==> config.mk <==
export PLATFORM = sky130hd
export DESIGN_NAME = carry_skip_subtractor_pipe
export DESIGN_NICKNAME = d
export VERILOG_FILES = /design/src/rtl/arith_pkg.sv /design/src/rtl/csk_block.sv /design/src/rtl/carry_skip_subtractor_pipe.sv
export SDC_FILE = /design/constraint.sdc
export NUM_CORES = 1
export LEC_CHECK = 0
export ABC_AREA = 0
export CAP_MARGIN = 10
export CORE_MARGIN = 5
export CORE_UTILIZATION = 50
export CTS_BUF_LIST = sky130_fd_sc_hd__clkbuf_4 sky130_fd_sc_hd__clkbuf_8
export CTS_CLUSTER_SIZE = 25
export DETAILED_ROUTE_END_ITERATION = 7
export DONT_BUFFER_PORTS = 1
export HOLD_SLACK_MARGIN = 0.08
export PLACE_DENSITY = 0.68
export SKIP_CTS_REPAIR_TIMING = 1
export SKIP_LAST_GASP = 1
export SYNTH_ARGS = -nofsm -noshare
export SYNTH_HDL_FRONTEND = slang
export SYNTH_HIERARCHICAL = 1
export SYNTH_SLANG_ARGS = --single-unit
export TNS_END_PERCENT = 30
==> constraint.sdc <==
create_clock -name clk -period 6.7 [get_ports clk]
set_input_delay 1.34 -clock clk [delete_from_list [all_inputs] [get_ports clk]]
set_output_delay 1.34 -clock clk [all_outputs]
set_load 0.005 [all_outputs]
==> src/rtl/arith_pkg.sv <==
// Shared widths, result types and flag helpers for the arithmetic datapath.
// Both the subtractor pipeline and its bench import this package.
package arith_pkg;

    localparam int unsigned WIDTH_DEFAULT = 32;
    localparam int unsigned BLOCK_DEFAULT = 4;

    typedef logic [WIDTH_DEFAULT-1:0] word_t;

    typedef struct packed {
        word_t diff;
        logic  borrow;
        logic  ovf;
    } sub_result_t;

    // Signed overflow of A - B: operands differ in sign and the result left A's sign.
    function automatic logic sub_signed_ovf(input logic sign_a, input logic sign_b,
                                            input logic sign_d);
        return (sign_a != sign_b) && (sign_d != sign_a);
    endfunction

endpackage

==> src/rtl/csk_block.sv <==
// One carry-skip group: ripples internally, bypasses cin to cout when every bit propagates.
// The skip mux shortens the worst-case path without changing the arithmetic result.
module csk_block #(
    parameter int unsigned BLOCK = 4
) (
    input  logic [BLOCK-1:0] a,
    input  logic [BLOCK-1:0] b,
    input  logic             cin,
    output logic [BLOCK-1:0] s,
    output logic             cout
);

    logic [BLOCK-1:0] prop;
    logic [BLOCK-1:0] gen;
    logic             all_prop;
    logic             ripple_c;

    assign prop     = a ^ b;
    assign gen      = a & b;
    assign all_prop = &prop;

    always_comb begin
        ripple_c = cin;
        s        = '0;
        for (int i = 0; i < int'(BLOCK); i++) begin
            s[i]     = prop[i] ^ ripple_c;
            ripple_c = gen[i] | (prop[i] & ripple_c);
        end
    end

    assign cout = all_prop ? cin : ripple_c;

endmodule

==> src/rtl/carry_skip_subtractor_pipe.sv <==
// Two-stage pipelined A - B (A + ~B + 1) built from carry-skip groups, low half then high half.
// Valid/ready on both sides; holds up to two results and never inserts bubbles under ready.
module carry_skip_subtractor_pipe
    import arith_pkg::*;
#(
    parameter int unsigned WIDTH = WIDTH_DEFAULT,
    parameter int unsigned BLOCK = BLOCK_DEFAULT
) (
    input  logic             clk,
    input  logic             rst,
    input  logic             in_valid,
    output logic             in_ready,
    input  logic [WIDTH-1:0] minuend,
    input  logic [WIDTH-1:0] subtrahend,
    output logic             out_valid,
    input  logic             out_ready,
    output logic [WIDTH-1:0] diff,
    output logic             borrow_out,
    output logic             overflow
);

    localparam int unsigned HALF = WIDTH / 2;
    localparam int unsigned NB   = HALF / BLOCK;

    // Flow control
    logic s1_valid_q, s1_valid_d;
    logic s2_valid_q, s2_valid_d;
    logic s2_adv;
    logic in_fire;

    assign s2_adv   = s1_valid_q & (~s2_valid_q | out_ready);
    assign in_ready = ~s1_valid_q | s2_adv;
    assign in_fire  = in_valid & in_ready;

    always_comb begin
        s1_valid_d = s1_valid_q;
        if (in_fire) begin
            s1_valid_d = 1'b1;
        end else if (s2_adv) begin
            s1_valid_d = 1'b0;
        end
    end

    always_comb begin
        s2_valid_d = s2_valid_q;
        if (s2_adv) begin
            s2_valid_d = 1'b1;
        end else if (out_ready) begin
            s2_valid_d = 1'b0;
        end
    end

    // Stage 1 datapath: low half with carry-in of 1
    logic [WIDTH-1:0] sub_inv;
    logic [HALF-1:0]  lo_sum;
    logic             lo_cout;

    assign sub_inv = ~subtrahend;

    for (genvar i = 0; i < int'(NB); i++) begin : g_lo
        logic             cin_w;
        logic             cout_w;
        logic [BLOCK-1:0] s_w;

        if (i == 0) begin : g_first
            assign cin_w = 1'b1;
        end else begin : g_chain
            assign cin_w = g_lo[i-1].cout_w;
        end

        csk_block #(
            .BLOCK(BLOCK)
        ) u_blk (
            .a   (minuend[i*BLOCK +: BLOCK]),
            .b   (sub_inv[i*BLOCK +: BLOCK]),
            .cin (cin_w),
            .s   (s_w),
            .cout(cout_w)
        );

        assign lo_sum[i*BLOCK +: BLOCK] = s_w;
    end

    assign lo_cout = g_lo[NB-1].cout_w;

    logic [HALF-1:0] lo_diff_q;
    logic            carry_q;
    logic [HALF-1:0] a_hi_q;
    logic [HALF-1:0] b_hi_inv_q;
    logic            sign_a_q;
    logic            sign_b_q;

    // Stage 2 datapath: high half fed from the stage-1 registers
    logic [HALF-1:0] hi_sum;
    logic            hi_cout;

    for (genvar i = 0; i < int'(NB); i++) begin : g_hi
        logic             cin_w;
        logic             cout_w;
        logic [BLOCK-1:0] s_w;

        if (i == 0) begin : g_first
            assign cin_w = carry_q;
        end else begin : g_chain
            assign cin_w = g_hi[i-1].cout_w;
        end

        csk_block #(
            .BLOCK(BLOCK)
        ) u_blk (
            .a   (a_hi_q[i*BLOCK +: BLOCK]),
            .b   (b_hi_inv_q[i*BLOCK +: BLOCK]),
            .cin (cin_w),
            .s   (s_w),
            .cout(cout_w)
        );

        assign hi_sum[i*BLOCK +: BLOCK] = s_w;
    end

    assign hi_cout = g_hi[NB-1].cout_w;

    logic [WIDTH-1:0] diff_q, diff_d;
    logic             borrow_q, borrow_d;
    logic             ovf_q, ovf_d;

    always_comb begin
        diff_d   = {hi_sum, lo_diff_q};
        borrow_d = ~hi_cout;
        ovf_d    = sub_signed_ovf(sign_a_q, sign_b_q, hi_sum[HALF-1]);
    end

    always_ff @(posedge clk) begin
        if (rst) begin
            s1_valid_q <= 1'b0;
            s2_valid_q <= 1'b0;
            lo_diff_q  <= '0;
            carry_q    <= 1'b0;
            a_hi_q     <= '0;
            b_hi_inv_q <= '0;
            sign_a_q   <= 1'b0;
            sign_b_q   <= 1'b0;
            diff_q     <= '0;
            borrow_q   <= 1'b0;
            ovf_q      <= 1'b0;
        end else begin
            s1_valid_q <= s1_valid_d;
            s2_valid_q <= s2_valid_d;
            if (in_fire) begin
                lo_diff_q  <= lo_sum;
                carry_q    <= lo_cout;
                a_hi_q     <= minuend[WIDTH-1:HALF];
                b_hi_inv_q <= sub_inv[WIDTH-1:HALF];
                sign_a_q   <= minuend[WIDTH-1];
                sign_b_q   <= subtrahend[WIDTH-1];
            end
            // Loads only on advance, so the output holds steady while stalled
            if (s2_adv) begin
                diff_q   <= diff_d;
                borrow_q <= borrow_d;
                ovf_q    <= ovf_d;
            end
        end
    end

    assign out_valid  = s2_valid_q;
    assign diff       = diff_q;
    assign borrow_out = borrow_q;
    assign overflow   = ovf_q;

endmodule

==> impl_metrics.env, run 1 <==
export IMPL_status="finished, violations left"
export IMPL_violations="negative setup slack"
export IMPL_synth_main_ff_cell="dfxtp_1"
export IMPL_reg2reg_setup_slack_ns=0.02
export IMPL_highest_layer="met4"
export IMPL_syn_area_per_cell_sq_um=9.28
export IMPL_synth_seq_area_share_pct=34.6
export IMPL_dieArea_sq_um=12000
export IMPL_finalHoldViolCount=0
export IMPL_crit_top_cell="fa_2"
export IMPL_power_density_nw_per_um2=215
export IMPL_critPathMaxFanout=2
export IMPL_routed_via_density=5.21
export IMPL_clkLatencyLatePin_ns=0.34
export IMPL_firstDrtPassIters=4
export IMPL_rsz0062_at_grt="yes"
export IMPL_synth_nets=668
export IMPL_met2_length_um=5080
export IMPL_combPwrFrac_pct=15.0
export IMPL_slew_headroom_pct=36.9
export IMPL_hold_start="lo_diff_q[4]"
export IMPL_fmax_mhz=149
export IMPL_fin_cells=664
export IMPL_drc_errors=0
export IMPL_clockPowerShare_pct=35.0
export IMPL_io_buffer_count=0
export IMPL_cts_made_buffers=9
export IMPL_wl_met3_um=740
export IMPL_path_clk_slew_ns=0.08
export IMPL_worstSetupStartpointType="input port"
export IMPL_grt_first_pass_wirelength_um=16500
export IMPL_antenna_found_initial=0
export IMPL_final_min_clock_period_ns=6.70
export IMPL_netlist_instances=536
export IMPL_grt_start_max_net_pins=122
export IMPL_grt_overflow=0
export IMPL_cts_tree="yes"
export IMPL_hold_depth=2
export IMPL_grt_pass1_vias=3426
export IMPL_start_util_pct=51.1
export IMPL_end_kind="flip-flop"
export IMPL_place_hpwl_um=7140
export IMPL_area_growth_pct=7.97
export IMPL_wire_per_inst_um=15.3
export IMPL_core_area_sq_um=9730
export IMPL_synth_area_leaders="dfxtp_1, fa_1, nand2b_1"
export IMPL_r2r_start="a_hi_q[0]"
export IMPL_grt_total_usage_pct=17.3
export IMPL_die_h_um=110
export IMPL_reg2regPathDepth=35
export IMPL_ys_ff_latch=86
export IMPL_internal_power_w=0.000864
export IMPL_required_ns=6.91
export IMPL_slowest_delay_ns=0.50
export IMPL_ys_types=25
export IMPL_ant_nets=0
export IMPL_synth_top_area_share_pct=34.6
export IMPL_num_vias=3460
export IMPL_met1_length_um=4270
export IMPL_htreeDepth=3
export IMPL_arrival_ns=6.91
export IMPL_fin_setup_tns_ns=-0.000540
export IMPL_fin_ws_ns=-0.000540
export IMPL_synth_edf_count=0
export IMPL_die_w_um=110
export IMPL_num_rows=36
export IMPL_ir_drop_uv=110
export IMPL_first_iter_violations=150
export IMPL_cts_buffer_depth=2
export IMPL_async_flop_share_pct=0
export IMPL_postLayoutCoreUtil_pct=55.2
export IMPL_period_share_pct=100
export IMPL_syn_cell_area_sq_um=4980
export IMPL_ioPinCount=104
export IMPL_tightestPinTransition_ns=0.946
export IMPL_swShare_pct=25.4
export IMPL_maxCapViolations=0
export IMPL_drt_wl_total_um=10200
export IMPL_n_antenna_cell=0
export IMPL_critPathKind="in -> reg"
export IMPL_drive_gt1_share_pct=13.6
export IMPL_cts_num_sinks=86
export IMPL_drv_slew=0
export IMPL_setup_viol=1
export IMPL_yosys_area_top_type="dfxtp_1"
export IMPL_n_fill_cell=878
export IMPL_fin_worst_skew_ns=0.00656
export IMPL_hold_end="diff[4]"
export IMPL_final_nets=659
export IMPL_seqPwrFrac_pct=49.9
export IMPL_ys_warnings_count=6
export IMPL_slowest_stage="fa_2"
export IMPL_p_switching_w=0.000293
export IMPL_rr_endpoint="overflow"
export IMPL_worstHoldPathType="reg -> reg"
export IMPL_dp_cells=644
export IMPL_leakage_nw=2.37
export IMPL_gp_congestion=0.812
export IMPL_root_buffer="clkbuf_8"
[sequential cells by signal, summed over array words and instances, names as in the netlist]
name and count:
lo_diff_q 16, borrow_out 1, overflow 1, a_hi_q 16, diff 32, s1_valid_q 1
b_hi_inv_q 16, carry_q 1, out_valid 1, sign_b_q 1
[cells in the mapped netlist (all sizes together) (8+ instances only)]
cell type and number:
inv 90, dfxtp 86, nand2b 69, a21oi 53, mux2i 42, fa 32, ha 32, nand3 32
o21ai 32, clkbuf 19, buf 16, a211oi 15, nand4 8
[metal layers]
metal  global-route usage, %  vias up
li1                        -     1688
met5                       0        -
met4                    4.01        0
met1                    21.3     1684
met2                    29.2       81
met3                    6.11        7
[cell type report]
class | instances | area (sq um) | share of cell area, %
clock buffers | 12 | 159 | 2.96
clock inverters | 3 | 67.6 | 1.26
inverters | 90 | 353 | 6.57
multi-input cells | 325 | 2790 | 51.9
flip-flops and latches | 86 | 1730 | 32.1
well taps | 133 | 166 | 3.10
repair buffers | 15 | 113 | 2.10
[power groups by stage]
stage / registers [W] / clock network (W) / logic (W)
3_3_place_gp: 0.000589 / 0 / 0.000156
6_report: 0.000578 / 0.000405 / 0.000174
2_1_floorplan: 0.000580 / 0 / 0.000142
3_5_place_dp: 0.000590 / 0 / 0.000165
5_1_grt: 0.000584 / 0.000442 / 0.000203
4_1_cts: 0.000579 / 0.000417 / 0.000166
[logic make-up after synthesis]
logic type / share of synthesized area [%]
buffers and inverters: 10.6
and+or+nand+nor: 13.8
AOI/OAI and AO/OA: 11.4
adders and majority gates: 20.9
other: 0.0754
muxes: 8.67
DFF: 34.6
[placed cells by master (no fill, tap or decap), types with 2 or more instances in the layout]
cell type,netlist,layout
dfxtp_1,86,83
inv_1,90,76
nand2b_1,69,69
a21oi_1,52,51
mux2i_1,42,42
nand3_1,32,32
o21ai_0,32,32
ha_1,32,32
fa_2,0,20
a211oi_1,15,15
buf_4,4,15
fa_1,32,12
inv_2,0,12
clkbuf_8,0,11
nand4_1,8,8
dfxtp_2,0,3
inv_8,0,2
nor2_1,2,2
bufinv_16,0,2
[worst max-delay path by stage]
stage                     slack (ns)          start  cells after the start             to
after floorplan                -0.19  subtrahend[0]                     35  lo_diff_q[15]
after global placement         -0.42  subtrahend[0]                     35  lo_diff_q[15]
after detailed placement       -0.62  subtrahend[0]                     35  lo_diff_q[15]
after CTS                      -0.26  subtrahend[0]                     35        carry_q
after global routing           -0.38      a_hi_q[0]                     35       overflow
final                        -0.0005     minuend[0]                     34  lo_diff_q[15]
[through the flow]
step	power, W	hold WS [ns]	worst slack [ns]	instance area, sq um
2_1_floorplan	0.000721	0.444	-0.188	4980
6_report	0.00116	0.469	-0.000540	5370
3_3_place_gp	0.000745	0.444	-0.420	5030
4_1_cts	0.00116	0.465	-0.257	5260
3_5_place_dp	0.000755	0.453	-0.619	5030
5_1_grt	0.00123	0.484	-0.385	5370
[worst max-delay path, delay by kind of cell]
family / cells / cell delay (ns)
fa+ha+maj: 16 / 4.34
buf+inv: 13 / 0.72
mux: 4 / 0.46
simple gates: 1 / 0.06
No activity file was read; power rests on OpenSTA's default activity.
==> run 2: changes to the inputs <==
--- a/config.mk
+++ b/config.mk
@@ -7,6 +7,7 @@
 export LEC_CHECK = 0
 export ABC_AREA = 0
 export CAP_MARGIN = 10
+export CORE_ASPECT_RATIO = 1.2
 export CORE_MARGIN = 5
 export CORE_UTILIZATION = 50
 export CTS_BUF_LIST = sky130_fd_sc_hd__clkbuf_4 sky130_fd_sc_hd__clkbuf_8
@@ -14,6 +15,7 @@
 export DETAILED_ROUTE_END_ITERATION = 7
 export DONT_BUFFER_PORTS = 1
 export HOLD_SLACK_MARGIN = 0.08
+export MAX_ROUTING_LAYER = met4
 export PLACE_DENSITY = 0.68
 export SKIP_CTS_REPAIR_TIMING = 1
 export SKIP_LAST_GASP = 1
==> run 2 against run 1 <==
Compared with the run above:
- clock power is 13% lower
- the flow still finishes with violations (negative setup slack)
- highest routed layer unchanged
- sequential share of layout area is 0.50 points higher
- combinational power is 3% lower
- clock skew is 0.00052 ns higher
- setup slack worse by 0.14 ns
==> impl_metrics.env, run 2 (synthesis results as in run 1) <==
export IMPL_status="finished, violations left"
export IMPL_violations="negative setup slack"
export IMPL_rr_endpoint="overflow"
export IMPL_place_hpwl_um=7100
export IMPL_slowest_stage="fa_2"
export IMPL_end_kind="flip-flop"
export IMPL_slew_headroom_pct=37.3
export IMPL_num_vias=3429
export IMPL_critPathMaxFanout=2
export IMPL_drt_wl_total_um=10300
export IMPL_use_met2_pct=30.6
export IMPL_drv_slew=0
export IMPL_hold_start="lo_diff_q[3]"
export IMPL_cts_buffer_depth=2
export IMPL_critPathKind="in -> reg"
export IMPL_fin_setup_tns_ns=-0.163
export IMPL_grt_start_max_net_pins=122
export IMPL_core_area_sq_um=9860
export IMPL_drc_errors=0
export IMPL_fin_ws_ns=-0.137
export IMPL_r2r_start="a_hi_q[0]"
export IMPL_hold_depth=2
export IMPL_antenna_found_initial=0
export IMPL_cts_tree="yes"
export IMPL_wire_per_inst_um=15.8
export IMPL_reg2reg_setup_slack_ns=0.15
export IMPL_die_w_um=101
export IMPL_layout_commonest_cell="inv_1"
export IMPL_start_util_pct=50.5
export IMPL_period_share_pct=102
export IMPL_cp_top_family="adder cells"
export IMPL_n_fill_cell=922
export IMPL_postLayoutCoreUtil_pct=53.7
export IMPL_finalHoldViolCount=0
export IMPL_hold_end="diff[3]"
export IMPL_grt_overflow=0
export IMPL_fin_worst_skew_ns=0.00708
export IMPL_whs_ns=0.469
export IMPL_grt_use_met1_pct=20.9
export IMPL_mostFrequentLayoutCells="inv_1, dfxtp_1, nand2b_1, a21oi_1, mux2i_1"
export IMPL_dieArea_sq_um=12100
export IMPL_grt_pass1_vias=3534
export IMPL_htreeDepth=3
export IMPL_tightestPinTransition_ns=0.940
export IMPL_rsz0062_at_grt="yes"
export IMPL_worstSetupStartpointType="input port"
export IMPL_io_buffer_count=0
export IMPL_dp_cells=636
export IMPL_fin_cells=656
export IMPL_grt_total_usage_pct=18.3
export IMPL_ir_drop_uv=87.0
export IMPL_ant_nets=0
export IMPL_path_clk_slew_ns=0.08
export IMPL_leakage_nw=2.35
export IMPL_root_buffer="clkbuf_8"
export IMPL_required_ns=6.92
export IMPL_power_density_nw_per_um2=208
export IMPL_worstHoldPathType="reg -> reg"
export IMPL_gp_congestion=0.797
export IMPL_final_min_clock_period_ns=6.84
export IMPL_crit_buf_inv=14
export IMPL_slowest_delay_ns=0.51
export IMPL_clkLatencyLatePin_ns=0.36
export IMPL_fmax_mhz=146
export IMPL_firstDrtPassIters=4
export IMPL_die_h_um=119
export IMPL_drive_gt1_share_pct=11.9
export IMPL_busiest_layer="met2"
export IMPL_largest_register_ffs=32
export IMPL_arrival_ns=7.06
export IMPL_cts_made_buffers=9
export IMPL_grt_first_pass_wirelength_um=17000
export IMPL_grt_util_met3_pct=4.69
export IMPL_final_nets=657
export IMPL_n_antenna_cell=0
export IMPL_routed_via_density=5.23
export IMPL_setup_viol=2
export IMPL_reg2regPathDepth=35
export IMPL_ioPinCount=104
export IMPL_power_w=0.00110
export IMPL_cts_num_sinks=86
export IMPL_maxCapViolations=0
export IMPL_area_growth_pct=6.39
export IMPL_num_rows=40
export IMPL_first_iter_violations=138
run 2: cell types whose count changed in the layout (fill, tap and decap cells not counted), sizes merged:
cell      before  now
clkinvlp       1    2
buf           15   13
bufinv         2    0
clkbuf        12   14
run 2: how the worst max path moves through the flow:
| stage | from | end | slack [ns] | cells after the start |
|---|---|---|---|---|
| global placement | subtrahend[0] | lo_diff_q[15] | -0.44 | 35 |
| CTS | subtrahend[0] | lo_diff_q[15] | -0.20 | 35 |
| finish | subtrahend[0] | lo_diff_q[15] | -0.14 | 35 |
| detailed placement | subtrahend[0] | lo_diff_q[15] | -0.62 | 35 |
| global route | subtrahend[0] | lo_diff_q[15] | -0.44 | 35 |
| floorplan | subtrahend[0] | lo_diff_q[15] | -0.19 | 35 |
run 2: worst reg2reg max path: cells and delay by family (launching register included):
| kind | cells | cell delay, ns |
|---|---|---|
| flops | 1 | 0.33 |
| mux | 3 | 0.45 |
| compound gates | 2 | 0.22 |
| simple gates | 1 | 0.17 |
| fa+ha+maj | 16 | 4.35 |
| buf+inv | 13 | 0.87 |
run 2: where the power goes:
group | internal (W) | switching [W] | leakage, nW
combinational | 0.0000794 | 0.0000897 | 1.55
clock | 0.000174 | 0.000180 | 0.0958
sequential | 0.000548 | 0.0000289 | 0.708
run 2: final cells by class:
| type | instances | area [sq um] | area share, % |
|---|---|---|---|
| Inverter | 90 | 338 | 6.38 |
| Sequential cell | 86 | 1730 | 32.6 |
| Tap cell | 126 | 158 | 2.98 |
| Clock buffer | 14 | 180 | 3.40 |
| Clock inverter | 2 | 15.0 | 0.284 |
| Timing Repair Buffer | 13 | 97.6 | 1.84 |
| Multi-Input combinational cell | 325 | 2780 | 52.5 |
run 2: layer usage:
metal / vias up / wire (um)
met5: - / 0
met4: 0 / 170
met3: 12 / 549
met2: 74 / 5310
met1: 1657 / 4310
li1: 1686 / -
run 2: stage by stage:
step | setup WS, ns | instance area (sq um)
CTS | -0.202 | 5210
global placement | -0.443 | 5010
global route | -0.444 | 5290
floorplan | -0.188 | 4980
finish | -0.137 | 5290
detailed placement | -0.621 | 5010
==> run 3: changes to the inputs <==
--- a/config.mk
+++ b/config.mk
@@ -17,6 +17,7 @@
 export HOLD_SLACK_MARGIN = 0.08
 export MAX_ROUTING_LAYER = met4
 export PLACE_DENSITY = 0.68
+export SETUP_SLACK_MARGIN = 0.2
 export SKIP_CTS_REPAIR_TIMING = 1
 export SKIP_LAST_GASP = 1
 export SYNTH_ARGS = -nofsm -noshare
==> results of run 3 <==
No change in the layout: final DEF, timing and power equal those of run 2.
